$ cat config.mk
export PLATFORM = sky130hd
export DESIGN_NAME = control_unit
export DESIGN_NICKNAME = d
export VERILOG_FILES = /design/src/rtl/cpu_pkg.sv /design/src/rtl/reg_sel_decoder.sv /design/src/rtl/control_unit.sv
export SDC_FILE = /design/constraint.sdc
export NUM_CORES = 1
export LEC_CHECK = 0
export BUFFER_PORTS_ARGS = -buffer_cell sky130_fd_sc_hd__buf_4
export CELL_PAD_IN_SITES_DETAIL_PLACEMENT = 1
export CELL_PAD_IN_SITES_GLOBAL_PLACEMENT = 1
export CORE_ASPECT_RATIO = 2
export CORE_MARGIN = 4
export CORE_UTILIZATION = 25
export DETAILED_ROUTE_END_ITERATION = 10
export PLACE_DENSITY_LB_ADDON = 0.1
export SETUP_SLACK_MARGIN = 0.4
export SYNTH_ARGS = -nofsm -noshare
export SYNTH_HDL_FRONTEND = slang
export SYNTH_SLANG_ARGS = --single-unit
$ cat constraint.sdc
create_clock -name clk -period 2.5 [get_ports clk]
set_input_delay 0.5 -clock clk [delete_from_list [all_inputs] [get_ports clk]]
set_output_delay 0.5 -clock clk [all_outputs]
set_load 0.005 [all_outputs]
$ cat src/rtl/cpu_pkg.sv
// rtl/cpu_pkg.sv - shared ezRISC opcodes, ALU function codes, IR field positions and sequencer types
package cpu_pkg;

    localparam int OPC_MSB = 31;
    localparam int OPC_LSB = 27;
    localparam int RA_MSB  = 26;
    localparam int RA_LSB  = 23;
    localparam int RB_MSB  = 22;
    localparam int RB_LSB  = 19;
    localparam int RC_MSB  = 18;
    localparam int RC_LSB  = 15;

    localparam logic [4:0] OP_ADD  = 5'b00011;
    localparam logic [4:0] OP_SUB  = 5'b00100;
    localparam logic [4:0] OP_SHR  = 5'b00101;
    localparam logic [4:0] OP_SHL  = 5'b00110;
    localparam logic [4:0] OP_ROR  = 5'b00111;
    localparam logic [4:0] OP_ROL  = 5'b01000;
    localparam logic [4:0] OP_AND  = 5'b01001;
    localparam logic [4:0] OP_OR   = 5'b01010;
    localparam logic [4:0] OP_MUL  = 5'b01111;
    localparam logic [4:0] OP_DIV  = 5'b10000;
    localparam logic [4:0] OP_NEG  = 5'b10001;
    localparam logic [4:0] OP_NOT  = 5'b10010;
    localparam logic [4:0] OP_NOP  = 5'b11010;
    localparam logic [4:0] OP_HALT = 5'b11011;

    localparam logic [3:0] ALU_AND = 4'b0000;
    localparam logic [3:0] ALU_OR  = 4'b0001;
    localparam logic [3:0] ALU_ADD = 4'b0010;
    localparam logic [3:0] ALU_SUB = 4'b0011;
    localparam logic [3:0] ALU_SHR = 4'b0100;
    localparam logic [3:0] ALU_SHL = 4'b0101;
    localparam logic [3:0] ALU_ROR = 4'b0110;
    localparam logic [3:0] ALU_ROL = 4'b0111;
    localparam logic [3:0] ALU_MUL = 4'b1000;
    localparam logic [3:0] ALU_DIV = 4'b1001;
    localparam logic [3:0] ALU_NEG = 4'b1010;
    localparam logic [3:0] ALU_NOT = 4'b1011;

    typedef enum logic [3:0] {
        ST_RESET,
        ST_T0,
        ST_T1,
        ST_T2,
        ST_T3,
        ST_T4,
        ST_T5,
        ST_T6,
        ST_HALT
    } cu_state_e;

    typedef enum logic [2:0] {
        CLS_NOP,
        CLS_BINARY,
        CLS_UNARY,
        CLS_MULDIV,
        CLS_HALT
    } instr_class_e;

    function automatic logic [3:0] opc_to_alu(input logic [4:0] opc);
        logic [3:0] f;
        f = ALU_AND;
        case (opc)
            OP_ADD:  f = ALU_ADD;
            OP_SUB:  f = ALU_SUB;
            OP_SHR:  f = ALU_SHR;
            OP_SHL:  f = ALU_SHL;
            OP_ROR:  f = ALU_ROR;
            OP_ROL:  f = ALU_ROL;
            OP_AND:  f = ALU_AND;
            OP_OR:   f = ALU_OR;
            OP_MUL:  f = ALU_MUL;
            OP_DIV:  f = ALU_DIV;
            OP_NEG:  f = ALU_NEG;
            OP_NOT:  f = ALU_NOT;
            default: f = ALU_AND;
        endcase
        return f;
    endfunction

endpackage

$ cat src/rtl/reg_sel_decoder.sv
// rtl/reg_sel_decoder.sv - 4-bit register index plus enable to 16-bit one-hot select
module reg_sel_decoder (
    input  logic [3:0]  idx,
    input  logic        en,
    output logic [15:0] onehot
);

    assign onehot = en ? (16'h0001 << idx) : 16'h0000;

endmodule

$ cat src/rtl/control_unit.sv
// rtl/control_unit.sv - ezRISC hardwired control sequencer; CU_MULDIV_EN adds the mul/div T3-T6 sequence
module control_unit
    import cpu_pkg::*;
#(
    parameter int WIDTH = 32
) (
    input  logic             clk,
    input  logic             reset_n,
    input  logic [WIDTH-1:0] ir,
    input  logic             stop,
    output logic [15:0]      gpr_in,
    output logic [15:0]      gpr_out,
    output logic             hi_in,
    output logic             lo_in,
    output logic             pc_in,
    output logic             pc_out,
    output logic             ir_in,
    output logic             z_in,
    output logic             z_high_out,
    output logic             z_low_out,
    output logic             y_in,
    output logic             mar_in,
    output logic             mdr_in,
    output logic             mdr_out,
    output logic             read,
    output logic             inc_pc,
    output logic [3:0]       alu_op,
    output logic             run
);

    cu_state_e    state_q, state_d;
    logic         stop_pend_q, stop_pend_d;
    instr_class_e cls;
    cu_state_e    done_state;

    logic [4:0] opc;
    logic [3:0] ra, rb, rc;
    logic       ir_unused;

    logic       gin_en, gout_en;
    logic [3:0] gin_idx, gout_idx;

    assign opc = ir[OPC_MSB:OPC_LSB];
    assign ra  = ir[RA_MSB:RA_LSB];
    assign rb  = ir[RB_MSB:RB_LSB];
    assign rc  = ir[RC_MSB:RC_LSB];
    assign ir_unused = ^ir[RC_LSB-1:0];

    always_comb begin
        cls = CLS_NOP;
        case (opc)
            OP_ADD, OP_SUB, OP_SHR, OP_SHL,
            OP_ROR, OP_ROL, OP_AND, OP_OR: cls = CLS_BINARY;
            OP_NEG, OP_NOT:                cls = CLS_UNARY;
`ifdef CU_MULDIV_EN
            OP_MUL, OP_DIV:                cls = CLS_MULDIV;
`endif
            OP_HALT:                       cls = CLS_HALT;
            OP_NOP:                        cls = CLS_NOP;
            default:                       cls = CLS_NOP;
        endcase
    end

    always_ff @(posedge clk or negedge reset_n) begin
        if (!reset_n) begin
            state_q     <= ST_RESET;
            stop_pend_q <= 1'b0;
        end else begin
            state_q     <= state_d;
            stop_pend_q <= stop_pend_d;
        end
    end

    // A stop arriving on the same edge that ends the instruction still counts.
    always_comb begin
        state_d     = state_q;
        stop_pend_d = stop_pend_q | stop;
        done_state  = (stop_pend_q | stop) ? ST_HALT : ST_T0;
        case (state_q)
            ST_RESET: state_d = ST_T0;
            ST_T0:    state_d = ST_T1;
            ST_T1:    state_d = ST_T2;
            ST_T2:    state_d = ST_T3;
            ST_T3: begin
                case (cls)
                    CLS_BINARY, CLS_UNARY, CLS_MULDIV: state_d = ST_T4;
                    CLS_HALT:                          state_d = ST_HALT;
                    default:                           state_d = done_state;
                endcase
            end
            ST_T4: begin
                if (cls == CLS_BINARY || cls == CLS_MULDIV) state_d = ST_T5;
                else                                        state_d = done_state;
            end
            ST_T5: begin
`ifdef CU_MULDIV_EN
                if (cls == CLS_MULDIV) state_d = ST_T6;
                else                   state_d = done_state;
`else
                state_d = done_state;
`endif
            end
            ST_T6:    state_d = done_state;
            ST_HALT:  state_d = ST_HALT;
            default:  state_d = ST_RESET;
        endcase
    end

    always_comb begin
        gin_en     = 1'b0;
        gin_idx    = 4'd0;
        gout_en    = 1'b0;
        gout_idx   = 4'd0;
        hi_in      = 1'b0;
        lo_in      = 1'b0;
        pc_in      = 1'b0;
        pc_out     = 1'b0;
        ir_in      = 1'b0;
        z_in       = 1'b0;
        z_high_out = 1'b0;
        z_low_out  = 1'b0;
        y_in       = 1'b0;
        mar_in     = 1'b0;
        mdr_in     = 1'b0;
        mdr_out    = 1'b0;
        read       = 1'b0;
        inc_pc     = 1'b0;
        alu_op     = ALU_AND;
        run        = (state_q != ST_RESET) && (state_q != ST_HALT);
        case (state_q)
            ST_T0: begin
                pc_out = 1'b1;
                mar_in = 1'b1;
                inc_pc = 1'b1;
                z_in   = 1'b1;
                alu_op = ALU_ADD;
            end
            ST_T1: begin
                z_low_out = 1'b1;
                pc_in     = 1'b1;
                read      = 1'b1;
                mdr_in    = 1'b1;
            end
            ST_T2: begin
                mdr_out = 1'b1;
                ir_in   = 1'b1;
            end
            ST_T3: begin
                if (cls == CLS_BINARY || cls == CLS_MULDIV) begin
                    gout_en  = 1'b1;
                    gout_idx = rb;
                    y_in     = 1'b1;
                end else if (cls == CLS_UNARY) begin
                    gout_en  = 1'b1;
                    gout_idx = rb;
                    alu_op   = opc_to_alu(opc);
                    z_in     = 1'b1;
                end
            end
            ST_T4: begin
                if (cls == CLS_BINARY || cls == CLS_MULDIV) begin
                    gout_en  = 1'b1;
                    gout_idx = rc;
                    alu_op   = opc_to_alu(opc);
                    z_in     = 1'b1;
                end else if (cls == CLS_UNARY) begin
                    z_low_out = 1'b1;
                    gin_en    = 1'b1;
                    gin_idx   = ra;
                end
            end
            ST_T5: begin
                if (cls == CLS_BINARY) begin
                    z_low_out = 1'b1;
                    gin_en    = 1'b1;
                    gin_idx   = ra;
                end
`ifdef CU_MULDIV_EN
                else if (cls == CLS_MULDIV) begin
                    z_low_out = 1'b1;
                    lo_in     = 1'b1;
                end
`endif
            end
`ifdef CU_MULDIV_EN
            ST_T6: begin
                z_high_out = 1'b1;
                hi_in      = 1'b1;
            end
`endif
            default: ;
        endcase
    end

    reg_sel_decoder u_gpr_in_dec (
        .idx    (gin_idx),
        .en     (gin_en),
        .onehot (gpr_in)
    );

    reg_sel_decoder u_gpr_out_dec (
        .idx    (gout_idx),
        .en     (gout_en),
        .onehot (gpr_out)
    );

endmodule

Word level (Yosys, flattened, before mapping). Memories as Yosys holds them, arrays and structs flattened. Cells that the tools add are included.

Word-level logic and storage cells: 58. Register bits: 5. Bits in read-only memories: 352. Memories: 3. Output and inout port bits: 51. Input bits: 35.

Memories: (name not given) (depth 32, bits a word 4, read ports 1, clocked after memory_dff 0, write ports 0, RTL line cpu_pkg.sv:64) `case (opc)`; (name not given) (depth 32, bits a word 4, read ports 1, clocked after memory_dff 0, write ports 0, RTL line cpu_pkg.sv:64); (name not given) (depth 32, bits a word 3, read ports 1, clocked after memory_dff 0, write ports 0, RTL line control_unit.sv:51) `case (opc)`.

Reductions and logical operators: 6. Bitwise gates (word level): 1. Muxes and demuxes: 31. Equality and inequality tests: 13. Shift operators: 2.

Operator list (number): $mux 4 (11); $mux 16 (2); $pmux 4 s8 (1); $shl 1x4->16 const A (2); $pmux 4 s2 (3); $eq 4x3->1 const B (4); $pmux 4 s3 (1); $mux 1 (9); $eq 4x2->1 const B (2); $eq 3x2->1 const B (2); $pmux 1 s3 (2); $eq 4x1->1 const B (1); $eq 4x4->1 const B (1); $logic_not 4->1 (1); $ne 4x4->1 const B (1); $pmux 1 s2 (2); $reduce_bool 4->1 (1); $eq 3x1->1 const B (1); $eq 3x3->1 const B (1); $reduce_or 3->1 (1); $reduce_or 2->1 (1); $logic_and 1x1->1 (1); $logic_or 1x1->1 (1); $or 1x1->1 (1).

Longest topological paths before layout. An unclocked memory read counts as a cell.

Word-level depth: 7. Mapped depth: 7. Depth with buffers taken out: 6.

Modules after synthesis. From an unflattened synthesis, not the netlist that was laid out.

Cell total of the unflattened synthesis: 152. Area, all modules: 1051.0 sq um.

By module, submodules not included: control_unit (instances 1, cells each 106, area an instance 810.8 sq um, seq. area each 125.1 sq um); reg_sel_decoder (instances 2, cells each 23, area an instance 120.1 sq um, seq. area each 0.0 sq um).

Worst setup path before layout. Ideal clock, no wire load.

Kind: input -> output. Start: input ir[27]. End: output gpr_out[0]. Arrival time: 1.786 ns. Cell stages on the path: 7. Slack: 0.214 ns. Required time: 2.000 ns. Path buffers: 1. Path through: ha_1 > or3_4 > and4_4 > buf_6 > a22oi_4 > nand3_2 > nor2_1.

Longest elaborated chain between the ends: 7. Elaborated cells on any way between the ends: 15. Classes of those cells: eq/ne (3); shift (1); mux (9); reduce/logical (1); memory (1).

Ends and longest elaborated chain: start: declaration (RTL line control_unit.sv:9) `input logic [WIDTH-1:0] ir,`; $mem_v2 32x3 *; $eq 3x2->1 (tied with other cells) (RTL line control_unit.sv:153) `end else if (cls == CLS_UNARY) begin`; $mux 4 / $logic_or 1x1->1 (equally long branches) (RTL line control_unit.sv:153, control_unit.sv:149, control_unit.sv:161); $mux 4 (on tied branches) (RTL line control_unit.sv:149, control_unit.sv:161); $pmux 4 s2 (RTL line control_unit.sv:130) `case (state_q)`; $shl 1x4->16 (RTL line reg_sel_decoder.sv:8) `assign onehot = en ? (16'h0001 << idx) : 16'h0000;`; $mux 16 * (RTL line reg_sel_decoder.sv:8); end: declaration (RTL line control_unit.sv:12) `output logic [15:0] gpr_out,`.

Every way passes the cells marked *; elsewhere a longest branch is shown, timed or not.

Final worst setup path.
Start: input ir[28]. End: output gpr_out[3].

Same word-level chain as after synthesis.

==> results by group <==
Outcome
  – Outcome: complete, no violations

Place
  – Gpl congestion: 0.874
  – Post-DP HPWL: 3.57 mm
  – Pre-CTS WS: -87.6 ps
  – Port buffer count: 67

Timing
  – Tcrit/Tclk final: 97.1%
  – RSZ-0062 raised after global routing: true
  – Setup TNS: 0 ps
  – Max Clock Freq: about 0.4 GHz
  – Fin crit period: between 2000 and 2500 ps
  – Skew final: 3.28 ps
  – Final slew viol count: 0
  – # setup viols final: 0
  – Fin. Hold Viols: 0
  – Final worst setup slack: 72.1 ps

Worst setup path
  – Maximum fanout along the worst path: 8
  – R2r endpoint: state_q[2]$_DFF_PN0_
  – Critical path class: input port to primary output
  – CP bufs+invs: 2
  – Arrival time at the worst endpoint: 1930 ps
  – Worst path top cell family by delay: simple AND/OR/NAND/NOR gates
  – Worst R2R Start: state_q[2]$_DFF_PN0_
  – R2R setup slack: approximately 1100 ps
  – Startpoint types: input port
  – CP endpoint kind: primary output
  – Slowest cell on crit path: or3_4
  – CP cell instances: buf_8, ha_4, or3_4, and4_4, a22oi_4, nand3_4, nor2_2, buf_4
  – Critical Path Max Stage Delay: 330 ps
  – Required time worst endpoint: 2000 ps
  – CP startpoint: ir[28]
  – Reg2reg path depth: 5

Finish
  – Layout cells sized above 1: about three fifths
  – # nets final: ~270
  – Most frequent cells in the layout: buf_4, nor3_1, nor2_1, nor2_2, nand3_4
  – Multi-input logic area: 0.00103 mm²
  – Fin util: 49.0%
  – Fillers: 516
  – Most common cell after layout, fill and taps aside: buf_4
  – Sequential cell area: about 130 µm²
  – Antenna cell count: 0
  – Area grow syn2layout: 89.4%

Clock tree
  – Worst-path clk slew: 40 ps
  – Hold buffers post-CTS: 0
  – TritonCTS clock tree: yes
  – Clk Latency, worst-skew pair: 220 ps
  – CTS root buf: clkbuf_8
  – Htree depth: 1
  – Num CTS Buffers: 3
  – Clk sinks: 5
  – Clk buf depth: 2

Pwr
  – Register share of total power: between 10 and 15%
  – Cell Int Power: 0.598 mW
  – Sw Share: a little under half
  – PD cells: 539 mW/mm²
  – NetSw: ~0.49 mW
  – Leak pwr: 0.942 nW
  – Total power: between 1 and 1.5 mW
  – Logic gate share of total power: 73.9%
  – Max VDD drop: 283 µV
  – Clock power frac: 13.6%

Drt
  – Initial DRC Count: 15
  – Routed Antenna Nets: 0
  – WL/cell: approximately 16 µm
  – Vias/cell: 4.95
  – Via count: approximately 1400
  – # DRC: 0
  – DRT Wirelength: around 4.3 mm
  – First drt pass iteration count: 4

Synth
  – Seq/Total Area, Yosys: a little under an eighth
  – Ys Warns: 0
  – Mapped cell area: 0.00107 mm²
  – Share of the synthesized area in the top cell type: 11.7%
  – Synth Instances: roughly 140
  – Synth top area cells: dfrtp_1, nor2_1, a22oi_4
  – Seq cells post-synth: 5
  – Cell variety after synth: 41
  – Top cell type by total area after synthesis: dfrtp_1
  – Avg Inst Size Synth: about 7.4 µm²

Die
  – Starting Density: between 20% and 30%
  – Die Width: 54.2 µm
  – Die Ht: between 100 and 150 µm
  – Core Box Area: 0.00413 mm²
  – Num ports: 86
  – Row count: 33
  – Die area: 0.00544 mm²

Global routing
  – Initial antenna violation count: 0
  – First-pass GRT wire length: 6.78 mm
  – Vias in the first global route: 1467
  – Total global-route track usage: 16.1%
  – Gr ovfl total: 0
  – Pin count of the biggest net entering global routing: 18

Run
  – MaxCap Viol Count: 0

Worst hold path
  – Hold Path Class: input port to async pin
## cell families (layout without fill, tap and decap cells)
family | count (synthesis) | count (layout) | share of synthesized area [%]
xor gates and xnor gates | 1 | 1 | 0.821
adders and majority gates | 4 | 4 | 4.69
AOI/OAI and AO/OA | 24 | 24 | 21.2
and+or+nand+nor | 84 | 84 | 45.7
other | 1 | 3 | 0.351
muxes | 2 | 2 | 1.88
buffers and inverters | 23 | 102 | 13.6
DFF | 5 | 5 | 11.7
## state kept, by name, indices dropped and copies added, names as in the netlist
register     cells
state_q          4
stop_pend_q      1
## power groups by stage
| stage | Combinational (mW) | Clock (mW) | Sequential (mW) |
|---|---|---|---|
| after floorplan | 0.461 | 0 | 0.128 |
| after global placement | 0.728 | 0 | 0.137 |
| after detailed placement | 0.745 | 0 | 0.141 |
| after CTS | 0.797 | 0.153 | 0.137 |
| after global routing | 0.879 | 0.158 | 0.142 |
| final | 0.805 | 0.148 | 0.136 |
## metal layers
metal / global-route usage, % / vias to the layer above / share of wire, %
met5: 0 / - / 0
met4: 2.30 / 0 / 1.1
met3: 2.82 / 4 / 6.0
met2: 33.7 / 46 / 61
met1: 14.6 / 649 / 31
li1: - / 672 / -
## synth_stat cells
master,number
inv_2,1
o21ai_0,3
a21o_1,1
nand4_1,1
nand3_2,8
inv_1,7
buf_4,9
nand2b_1,3
and3_1,3
nor4_1,4
o21ai_1,2
nand3b_1,2
dfrtp_1,5
nor3_4,1
xor2_1,1
a32oi_1,1
o22ai_1,1
conb_1,1
ha_1,4
a31oi_1,2
or3_4,1
a22oi_1,1
nor2b_1,4
nand2_1,7
buf_6,3
a21boi_2,1
a22oi_4,4
and4bb_1,1
nor4b_1,1
a22o_1,4
o221ai_1,2
a21oi_1,2
clkbuf_1,1
and4_4,1
buf_2,2
or3_1,1
mux2i_1,2
nor3_1,16
nand2_4,1
nor2_1,24
nand3_1,5
## how the worst max path moves through the flow
stage / endpoint / slack [ps] / cells after the start
after floorplan: gpr_out[0] / 220 / 7
after global placement: gpr_out[1] / -40 / 8
after detailed placement: gpr_in[0] / -90 / 10
after CTS: gpr_out[11] / 30 / 8
after global routing: gpr_out[12] / 8 / 8
final: gpr_out[3] / 70 / 8
## cell type report
| type | instances | share of cell area (%) |
|---|---|---|
| tap | 52 | 3.22 |
| sequential | 5 | 6.25 |
| timing repair buffer | 90 | 35.8 |
| multi-input combinational | 118 | 50.9 |
| clock buffer | 4 | 2.23 |
| inverter | 8 | 1.61 |
## timing repair
action | CTS | global route
pin swaps | 26 | 10
resized for setup | 19 | 9
setup endpoints to repair | 39 | 42
setup buffers | 7 | 0
## metrics by stage
stage               instance area (µm²)  cells  hold WS (ps)
floorplan                          1190    146           204
global placement                   1790    266           301
detailed placement                 1790    266           304
CTS                                1970    277          68.8
global route                       2020    277          73.9
finish                             2020    277          71.1
Note: power is estimated with default switching activity, not from simulation.
